--- src/rtl/nlu_pkg.sv ---
// Shared types and constants for the nonlinear-unit issue stage.
package nlu_pkg;

    typedef struct packed {
        logic [31:0] a;
        logic        modenl;
        logic        modeAES;
    } nlu_req_t;

    localparam logic NLU_CFG_MASK_LO = 1'b0;
    localparam logic NLU_CFG_MASK_HI = 1'b1;

    localparam logic NLU_MODE_ANF = 1'b0;
    localparam logic NLU_MODE_AES = 1'b1;
    localparam logic NLU_AES_ENC  = 1'b0;
    localparam logic NLU_AES_DEC  = 1'b1;

    typedef enum logic {
        ST_IDLE = 1'b0,
        ST_PEND = 1'b1
    } nlu_commit_state_t;

endpackage

--- src/rtl/nlu_issue_fifo.sv ---
// Synchronous FIFO of nlu_req_t with registered storage; head is read directly from storage.
module nlu_issue_fifo
    import nlu_pkg::*;
#(
    parameter int DEPTH = 4,
    localparam int AW   = $clog2(DEPTH),
    localparam int CW   = AW + 1
) (
    input  logic          clk,
    input  logic          rst_n,
    input  logic          push,
    input  nlu_req_t      din,
    input  logic          pop,
    output nlu_req_t      dout,
    output logic          full,
    output logic          empty,
    output logic [CW-1:0] count
);

    nlu_req_t        mem_r [DEPTH];
    logic [AW-1:0]   wr_ptr_r;
    logic [AW-1:0]   rd_ptr_r;
    logic [CW-1:0]   count_r;
    logic            push_s;
    logic            pop_s;

    assign full   = (count_r == CW'(DEPTH));
    assign empty  = (count_r == {CW{1'b0}});
    assign count  = count_r;
    assign dout   = mem_r[rd_ptr_r];
    assign push_s = push && !full;
    assign pop_s  = pop && !empty;

    // Storage, wrapping pointers and occupancy count.
    always_ff @(posedge clk or negedge rst_n) begin
        if (!rst_n) begin
            for (int i = 0; i < DEPTH; i++) begin
                mem_r[i] <= '0;
            end
            wr_ptr_r <= {AW{1'b0}};
            rd_ptr_r <= {AW{1'b0}};
            count_r  <= {CW{1'b0}};
        end else begin
            if (push_s) begin
                mem_r[wr_ptr_r] <= din;
                wr_ptr_r        <= wr_ptr_r + AW'(1);
            end
            if (pop_s) begin
                rd_ptr_r <= rd_ptr_r + AW'(1);
            end
            case ({push_s, pop_s})
                2'b10:   count_r <= count_r + CW'(1);
                2'b01:   count_r <= count_r - CW'(1);
                default: count_r <= count_r;
            endcase
        end
    end

endmodule

--- src/rtl/nlu_issue_stage.sv ---
// Issue stage for the nonlinear unit: request FIFO plus shadow/committed ANF mask.
// Optional performance counters are enabled by defining NLU_ISSUE_PERF_EN.
module nlu_issue_stage
    import nlu_pkg::*;
#(
    parameter int          DEPTH    = 4,
    parameter logic [63:0] MASK_RST = 64'h0
) (
    input  logic        clk,
    input  logic        rst_n,
    input  logic        cfg_we,
    input  logic        cfg_addr,
    input  logic [31:0] cfg_wdata,
    output logic        cfg_busy,
    input  logic        in_valid,
    output logic        in_ready,
    input  logic [31:0] in_a,
    input  logic        in_modenl,
    input  logic        in_modeAES,
    output logic        out_valid,
    input  logic        out_ready,
    output logic [31:0] out_a,
    output logic [63:0] out_m,
    output logic        out_modenl,
    output logic        out_modeAES
`ifdef NLU_ISSUE_PERF_EN
    ,
    output logic [31:0] perf_issued,
    output logic [31:0] perf_stall
`endif
);

    localparam int CW = $clog2(DEPTH) + 1;

    nlu_req_t          din_s;
    nlu_req_t          head_s;
    logic              full_s;
    logic              empty_s;
    logic [CW-1:0]     count_s;
    logic [CW-1:0]     count_nxt_s;
    logic              push_s;
    logic              pop_s;
    logic              hi_wr_s;
    logic              commit_s;
    logic              in_ready_r;
    logic [63:0]       shadow_r;
    logic [63:0]       shadow_nxt_s;
    logic [63:0]       mask_r;
    nlu_commit_state_t state_r;
    nlu_commit_state_t state_nxt_s;

    assign din_s   = '{a: in_a, modenl: in_modenl, modeAES: in_modeAES};
    assign push_s  = in_valid && in_ready_r && !full_s;
    assign pop_s   = out_valid && out_ready;
    assign hi_wr_s = cfg_we && (cfg_addr == NLU_CFG_MASK_HI);

    nlu_issue_fifo #(.DEPTH(DEPTH)) u_fifo (
        .clk   (clk),
        .rst_n (rst_n),
        .push  (push_s),
        .din   (din_s),
        .pop   (pop_s),
        .dout  (head_s),
        .full  (full_s),
        .empty (empty_s),
        .count (count_s)
    );

    assign out_valid   = !empty_s;
    assign out_a       = head_s.a;
    assign out_modenl  = head_s.modenl;
    assign out_modeAES = head_s.modeAES;
    assign out_m       = mask_r;
    assign cfg_busy    = (state_r == ST_PEND);
    assign in_ready    = in_ready_r;

    // Occupancy after this edge, used to register in_ready one cycle ahead.
    always_comb begin
        count_nxt_s = count_s;
        case ({push_s, pop_s})
            2'b10:   count_nxt_s = count_s + CW'(1);
            2'b01:   count_nxt_s = count_s - CW'(1);
            default: count_nxt_s = count_s;
        endcase
    end

    // Shadow value including any config write landing this cycle.
    always_comb begin
        shadow_nxt_s = shadow_r;
        if (cfg_we && (cfg_addr == NLU_CFG_MASK_LO)) begin
            shadow_nxt_s[31:0] = cfg_wdata;
        end else if (hi_wr_s) begin
            shadow_nxt_s[63:32] = cfg_wdata;
        end else begin
            shadow_nxt_s = shadow_r;
        end
    end

    // Commit FSM: a mask only moves to out_m once no accepted entry can still observe the old one.
    always_comb begin
        state_nxt_s = state_r;
        commit_s    = 1'b0;
        case (state_r)
            ST_IDLE: begin
                if (hi_wr_s && empty_s && !push_s) begin
                    commit_s = 1'b1;
                end else if (hi_wr_s) begin
                    state_nxt_s = ST_PEND;
                end else begin
                    state_nxt_s = ST_IDLE;
                end
            end
            ST_PEND: begin
                if (empty_s && !push_s) begin
                    commit_s    = 1'b1;
                    state_nxt_s = ST_IDLE;
                end else begin
                    state_nxt_s = ST_PEND;
                end
            end
            default: begin
                state_nxt_s = ST_IDLE;
            end
        endcase
    end

    // Mask registers, commit state and the registered ready.
    always_ff @(posedge clk or negedge rst_n) begin
        if (!rst_n) begin
            state_r    <= ST_IDLE;
            shadow_r   <= 64'h0;
            mask_r     <= MASK_RST;
            in_ready_r <= 1'b0;
        end else begin
            state_r    <= state_nxt_s;
            shadow_r   <= shadow_nxt_s;
            mask_r     <= commit_s ? shadow_nxt_s : mask_r;
            in_ready_r <= (count_nxt_s != CW'(DEPTH)) && (state_nxt_s != ST_PEND);
        end
    end

`ifdef NLU_ISSUE_PERF_EN
    logic [31:0] perf_issued_r;
    logic [31:0] perf_stall_r;

    // Free-running, wrapping event counters.
    always_ff @(posedge clk or negedge rst_n) begin
        if (!rst_n) begin
            perf_issued_r <= 32'd0;
            perf_stall_r  <= 32'd0;
        end else begin
            perf_issued_r <= perf_issued_r + {31'd0, pop_s};
            perf_stall_r  <= perf_stall_r + {31'd0, (in_valid && !in_ready_r)};
        end
    end

    assign perf_issued = perf_issued_r;
    assign perf_stall  = perf_stall_r;
`endif

endmodule

--- config.mk ---
export PLATFORM = sky130hd
export DESIGN_NAME = nlu_issue_stage
export DESIGN_NICKNAME = d
export VERILOG_FILES = /design/src/rtl/nlu_pkg.sv /design/src/rtl/nlu_issue_fifo.sv /design/src/rtl/nlu_issue_stage.sv
export SDC_FILE = /design/constraint.sdc
export NUM_CORES = 1
export LEC_CHECK = 0
export ABC_AREA = 1
export CORE_ASPECT_RATIO = 1.4
export CORE_UTILIZATION = 40
export CTS_CLUSTER_DIAMETER = 150
export DETAILED_ROUTE_END_ITERATION = 16
export RECOVER_POWER = 25
export SLEW_MARGIN = 20
export SYNTH_ARGS = -nofsm -noshare
export SYNTH_HDL_FRONTEND = slang
export SYNTH_HIERARCHICAL = 1
export SYNTH_SLANG_ARGS = --single-unit
--- constraint.sdc ---
create_clock -name clk -period 2.9 [get_ports clk]
set_input_delay 0.87 -clock clk [delete_from_list [all_inputs] [get_ports clk]]
set_output_delay 0.87 -clock clk [all_outputs]
set_load 0.1 [all_outputs]
==> results of run 1 <==
-- worst min path at each step --
stage,end,slack (ns)
global placement,u_fifo/mem_r[25],0.45
finish,u_fifo/mem_r[89],0.46
CTS,u_fifo/mem_r[126],0.27
floorplan,u_fifo/mem_r[0],0.44
detailed placement,u_fifo/mem_r[33],0.45
global route,u_fifo/mem_r[33],0.48
-- state kept, by name, summed over array words and instances, names as in the netlist --
register,cells
out_m,64
u_fifo/rd_ptr_r,2
cfg_busy,1
in_ready,1
shadow_r,64
u_fifo/count,3
u_fifo/wr_ptr_r,2
u_fifo/mem_r,136
-- kinds of logic (layout without fill, tap and decap cells) --
logic type	Yosys count	count (layout)
buffers and inverters	231	387
AO/OA/AOI/OAI	232	232
adder cells (fa/ha/maj)	8	8
AND/OR/NAND/NOR	686	686
flip-flops	273	273
XOR/XNOR	1	1
-- metal layers --
| layer | vias to the layer above | track usage | wire length, µm |
|---|---|---|---|
| met4 | 6 | 0.0547 | 504 |
| met5 | - | 0 | 41 |
| li1 | 4920 | - | - |
| met1 | 4892 | 0.279 | 14000 |
| met3 | 39 | 0.0437 | 2070 |
| met2 | 269 | 0.355 | 16200 |
-- stage by stage --
step                worst slack, ns  utilization  hold WS (ns)  TNS [ns]
floorplan                     0.280            -         0.437         0
global placement              0.110        0.485         0.448         0
detailed placement           0.0888        0.485         0.453         0
CTS                        -0.00265        0.518         0.269  -0.00520
global route                0.00545        0.520         0.479         0
finish                       0.0627        0.520         0.464         0
-- critical path: cells and delay by family (launching register included) --
family	cells	cell delay, ns
buffers and inverters	3	0.55
DFF	1	0.45
AOI/OAI and AO/OA	2	0.22
and+or+nand+nor	2	0.17
-- placed cells by master, fill, tap and decap left out, drive strengths merged --
cell,Yosys,final
nor2,104,104
nand4,138,138
nand2,430,430
inv,123,123
nand3,14,14
bufinv,0,3
ha,6,6
clkbuf,17,52
fa,2,2
o21ai,231,231
dfrtp,273,273
clkinv,0,6
clkdlybuf4s50,0,70
xnor2,1,1
a21oi,1,1
buf,91,133
-- area by class of cell --
type | instances | area (µm²) | area share
Multi-Input combinational cell | 927 | 4460 | 0.285
Tap cell | 385 | 482 | 0.0307
Timing Repair Buffer | 212 | 2440 | 0.156
Inverter | 123 | 477 | 0.0304
Sequential cell | 273 | 6830 | 0.436
Clock buffer | 43 | 858 | 0.0548
Clock inverter | 9 | 120 | 0.00767
-- what timing repair did --
action                     CTS  global route
hold buffers                 0             0
gates resized for setup      3             5
buffers inserted             0             1
gates cloned                 0             3
setup endpoints to repair   29            26
==> flow_metrics.py, run 1 <==
metrics = {
    "logic_synthesis": {
        "synth_fa_ha_area_frac": 0.00937,
        "synth_warnings": 6,
        "synth.lib_cells_used.distinct": 27,
        "yosys-top-cells-area": "dfrtp_1 56%, nand2_1 13%, nand4_1 7.0%, o21ai_0 4.9%, o21ai_1 4.4%",
        "syn-num-nets": 1511,
        "synth.largest_area_cell": "dfrtp_1",
        "ys_ff_latch": 273,
        "synth.yosys.seq_area_share": 0.556,
        "area_share_of_the_largest_cell_type_after_synthesis": 0.556,
        "main_combinational_cell_family_by_area_after_synthesis": "simple AND/OR/NAND/NOR gates",
        "syn_area_um2": 12300,
        "syn_inst": 1431,
        "async_flop_share": 1.00,
        "synth_compound_gate_area_share": 0.0961,
        "avg_cell_area_syn_um2": 8.58,
        "synth.mux.area_fraction": 0,
        "synth-edff-count": 0,
        "synth_simple_gate_area_frac": 0.245,
        "yosys_most_used_dff": "dfrtp_1",
        "synth.most_common_cell": "nand2_1",
        "synthTopCellsByCount": "428 x nand2_1, 273 x dfrtp_1, 138 x nand4_1, 122 x inv_1, 120 x o21ai_0",
        "synthXorXnorAreaFrac": 0.000713,
    },
    "setup_path": {
        "crit_arrival_ns": 1.97,
        "crit_path_start_kind": "register",
        "worst_setup_path_endpoint": "out_a[3]",
        "crit_path_end_kind": "primary output",
        "path_max_fanout": 35,
        "timing.critical_path.from": "u_fifo/rd_ptr_r[0]",
        "critical_path.max_stage_delay_ns": 0.45,
        "reg2reg_depth": 13,
        "critPathMostFrequentCell": "buf_12",
        "r2r_setup_slack_ns": 0.60,
        "crit_path_cell_trace": "buf_12 -> clkbuf_16 -> nor2_2 -> nor2_1 -> o21ai_1 -> o21ai_2 -> buf_12",
        "regToRegStartpoint": "u_fifo/count[2]",
        "cpMaxStageDelayCell": "dfrtp_2",
        "timing.critical_path.required_ns": 2.03,
        "regToRegEndpoint": "u_fifo/count[2]",
        "worstSetupPathType": "register to primary output",
    },
    "final_layout": {
        "drive_gt1_frac": 0.154,
        "fillCellCount": 2793,
        "stdcell_count": 1972,
        "final_non_filler_cell_area_um2": 15700,
        "num_antenna_cells": 0,
        "layout.nets": 1646,
        "area_delta_synth_final_pct": 27.6,
    },
    "die": {
        "placement_rows": 75,
        "chipHeight_um": 209,
        "core_um2": 30100,
        "die_width_um": 150,
        "num_io_pins": 173,
        "fp.dieArea_um2": 31400,
        "starting_density_of_the_core": 0.408,
    },
    "job": {
        "maxCapViolCount": 1,
    },
    "sta": {
        "relative_slew_margins": -0.106,
        "slew_violations": 60,
        "min_period_over_period": 0.978,
        "rsz0062_at_grt": "no",
        "final.min_clock_period_ns": 2.84,
        "finalSetupViolCount": 0,
        "finalHoldViolCount": 0,
        "tightestPinTransition_ns": 1.66,
        "clock.fmax_ghz": 0.352,
        "skew_ns": 0.00867,
    },
    "placement": {
        "post_dp_cell_area_um2": 14600,
        "gpl.final_weighted_congestion": 0.785,
        "detailedPlacementHpwl_mm": 19.5,
        "port_buffers": 172,
        "placed_cells": 1916,
    },
    "global_route": {
        "grt_max_degree": 75,
        "grt.total_usage": 0.212,
        "number_of_global_route_vias_before_repair": 10076,
        "grt_antenna_before_repair": 3,
        "grt_pass1_wl_mm": 53.2,
        "grt.overflow.total": 0,
    },
    "routing": {
        "route.detailed.vias_per_inst": 5.13,
        "detailroute.via_count": 10126,
        "initialDrtViolationCount": 501,
        "drt-total-wl_mm": 32.9,
        "route.antenna.remaining_nets": 0,
        "detailedRoute.firstPassIterationCount": 5,
        "avgRoutedWirePerCell_um": 16.7,
        "post_route_drc_violation_count": 0,
    },
    "clocking": {
        "tritoncts": "built",
        "cts_buffers": 29,
        "cts.sinks": 273,
        "cts_buffer_depth": 3,
        "clockRootBuffer": "clkbuf_16",
        "htreeDepth": 1,
        "worst_skew_pair.late_latency_ns": 0.56,
        "clkTransAtPathRegs_ns": 0.06,
    },
    "run_status": {
        "run_status": "finished with violations",
        "failed_checks": "capacitance limit, slew limit",
    },
    "worst_hold_path": {
        "min-delay-start": "u_fifo/mem_r[89]",
        "class_of_the_tightest_hold_or_removal_check": "register to register",
        "min_delay_path_depth": 2,
    },
}
Power of run 1 is left out: the tool's default activity adds up to more than one toggle a clock period on the data nets, which glitch-free logic cannot reach.
==> inputs of run 2 (changes only) <==
- TNS_END_PERCENT: unset -> 1
==> run 2 against run 1 <==
Critical endpoint is now out_a[20]. Global-route usage hardly changed. Sequential share of layout area is 0.53 points higher. Design area is 1.2% lower. First-iteration DRC count is 2.4% higher. Maximum frequency is 0.61% higher. Utilization is 0.62 points lower. The flow now finishes without violations.
==> flow_metrics.py, run 2 (synthesized netlist as in run 1, its figures left out) <==
metrics = {
    "routing": {
        "avgRoutedWirePerCell_um": 16.2,
        "route.antenna.remaining_nets": 0,
        "post_route_drc_violation_count": 0,
        "route.detailed.vias_per_inst": 5.09,
        "detailedRoute.firstPassIterationCount": 5,
        "detailroute.via_count": 10050,
        "initialDrtViolationCount": 513,
        "drt-total-wl_mm": 32.0,
    },
    "setup_path": {
        "timing.critical_path.required_ns": 2.03,
        "crit_path_end_kind": "primary output",
        "crit_path_start_kind": "register",
        "worstSetupPathType": "register to primary output",
        "crit_arrival_ns": 1.95,
        "path_max_fanout": 44,
    },
    "clocking": {
        "tritoncts": "built",
        "cts_buffers": 27,
        "clkTransAtPathRegs_ns": 0.06,
        "cts_buffer_depth": 3,
        "htreeDepth": 1,
        "cts.sinks": 273,
        "worst_skew_pair.late_latency_ns": 0.54,
        "clockRootBuffer": "clkbuf_16",
    },
    "run_status": {
        "run_status": "complete, no violations",
    },
    "sta": {
        "setup_ws_ns": 0.0800,
        "tightestPinTransition_ns": 1.32,
        "skew_ns": 0.0148,
        "slew_violations": 0,
        "finalSetupViolCount": 0,
        "hold_ws_ns": 0.464,
        "relative_slew_margins": 0.123,
        "min_period_over_period": 0.972,
        "rsz0062_at_grt": "yes",
        "final.min_clock_period_ns": 2.82,
        "finalHoldViolCount": 0,
        "setup_total_neg_slack_ns": 0,
        "clock.fmax_ghz": 0.355,
    },
    "global_route": {
        "grt_antenna_before_repair": 2,
        "grt_max_degree": 143,
        "number_of_global_route_vias_before_repair": 10156,
        "grt.total_usage": 0.213,
        "grt_pass1_wl_mm": 53.3,
        "grt.overflow.total": 0,
    },
    "placement": {
        "port_buffers": 172,
        "place_worst_setup_slack_ns": 0.0778,
        "detailedPlacementHpwl_mm": 19.9,
        "gpl.final_weighted_congestion": 0.766,
    },
    "die": {
        "die_width_um": 150,
        "fp.dieArea_um2": 31400,
        "core_um2": 30100,
        "placement_rows": 75,
        "num_io_pins": 173,
        "starting_density_of_the_core": 0.408,
        "chipHeight_um": 209,
    },
    "final_layout": {
        "most_common_library_cell_in_the_layout_ignoring_fill_and_taps": "nand2_1",
        "drive_gt1_frac": 0.138,
        "area_delta_synth_final_pct": 26.0,
        "num_antenna_cells": 0,
        "highest_count_cells_in_the_layout_ignoring_fill_and_taps": "427 x nand2_1, 271 x dfrtp_1, 138 x nand4_1, 120 x inv_1, 120 x o21ai_1",
        "layout.nets": 1652,
        "largest_register_ffs": 136,
        "biggest_register": "u_fifo/mem_r",
    },
    "job": {
        "maxCapViolCount": 0,
    },
    "worst_hold_path": {
        "class_of_the_tightest_hold_or_removal_check": "register to register",
    },
}
run 2: cell types whose count changed in the layout (fill, tap and decap cells not counted), moves of 4 or more:
cell / delta
ha_2: -4
o21ai_1: +22
buf_4: +12
ha_1: +4
buf_12: -4
clkbuf_16: -5
o21ai_2: -22
clkbuf_8: -5
run 2: repair_timing:
item | CTS | global route
gates resized for setup | 13 | 5
setup buffers | 0 | 2
endpoints found under the setup margin | 32 | 25
endpoints found under the hold margin | 0 | 0
hold buffers | 0 | 0
run 2: cell type report:
| type | count | area [µm²] |
|---|---|---|
| multi-input cells | 927 | 4360 |
| well taps | 385 | 482 |
| clock buffers | 36 | 739 |
| repair buffers | 220 | 2390 |
| inverters | 123 | 469 |
| fillers | 2829 | 14600 |
| clock inverters | 11 | 205 |
| flip-flops and latches | 273 | 6830 |
run 2: through the flow:
| step | instances | instance area [µm²] | utilization |
|---|---|---|---|
| CTS | 1973 | 15500 | 0.515 |
| finish | 1975 | 15500 | 0.514 |
| global placement | 1926 | 14500 | 0.482 |
| detailed placement | 1926 | 14500 | 0.482 |
| global route | 1975 | 15500 | 0.514 |
| floorplan | 1431 | 12300 | - |
run 2: worst max-delay path, cell delays in order, from the launching register on:
cell and delay (ns):
dfrtp_2 0.47, inv_2 0.12, buf_12 0.23, o21ai_0 0.10
o21ai_1 0.26, buf_12 0.22
run 2: final timing paths:
kind	start	end	slack (ns)	cells after the start
hold / removal	u_fifo/mem_r[72]	u_fifo/mem_r[72]	0.46	2
min in group asynchronous	rst_n	u_fifo/mem_r[126]	0.60	1
hold reg to reg	u_fifo/mem_r[72]	u_fifo/mem_r[72]	0.46	2
setup reg to reg	u_fifo/count[2]	u_fifo/count[2]	0.63	13
max in group asynchronous	rst_n	shadow_r[58]	0.63	2
setup / recovery	u_fifo/rd_ptr_r[0]	out_a[20]	0.08	5
run 2: metal layers:
layer | part of all wire | vias up | GRT usage
met1 | 0.43 | 4800 | 0.279
met3 | 0.059 | 44 | 0.0383
li1 | - | 4941 | -
met2 | 0.49 | 261 | 0.361
met5 | 0.00081 | - | 0
met4 | 0.016 | 4 | 0.0529
Power of run 2 is left out for the same reason.
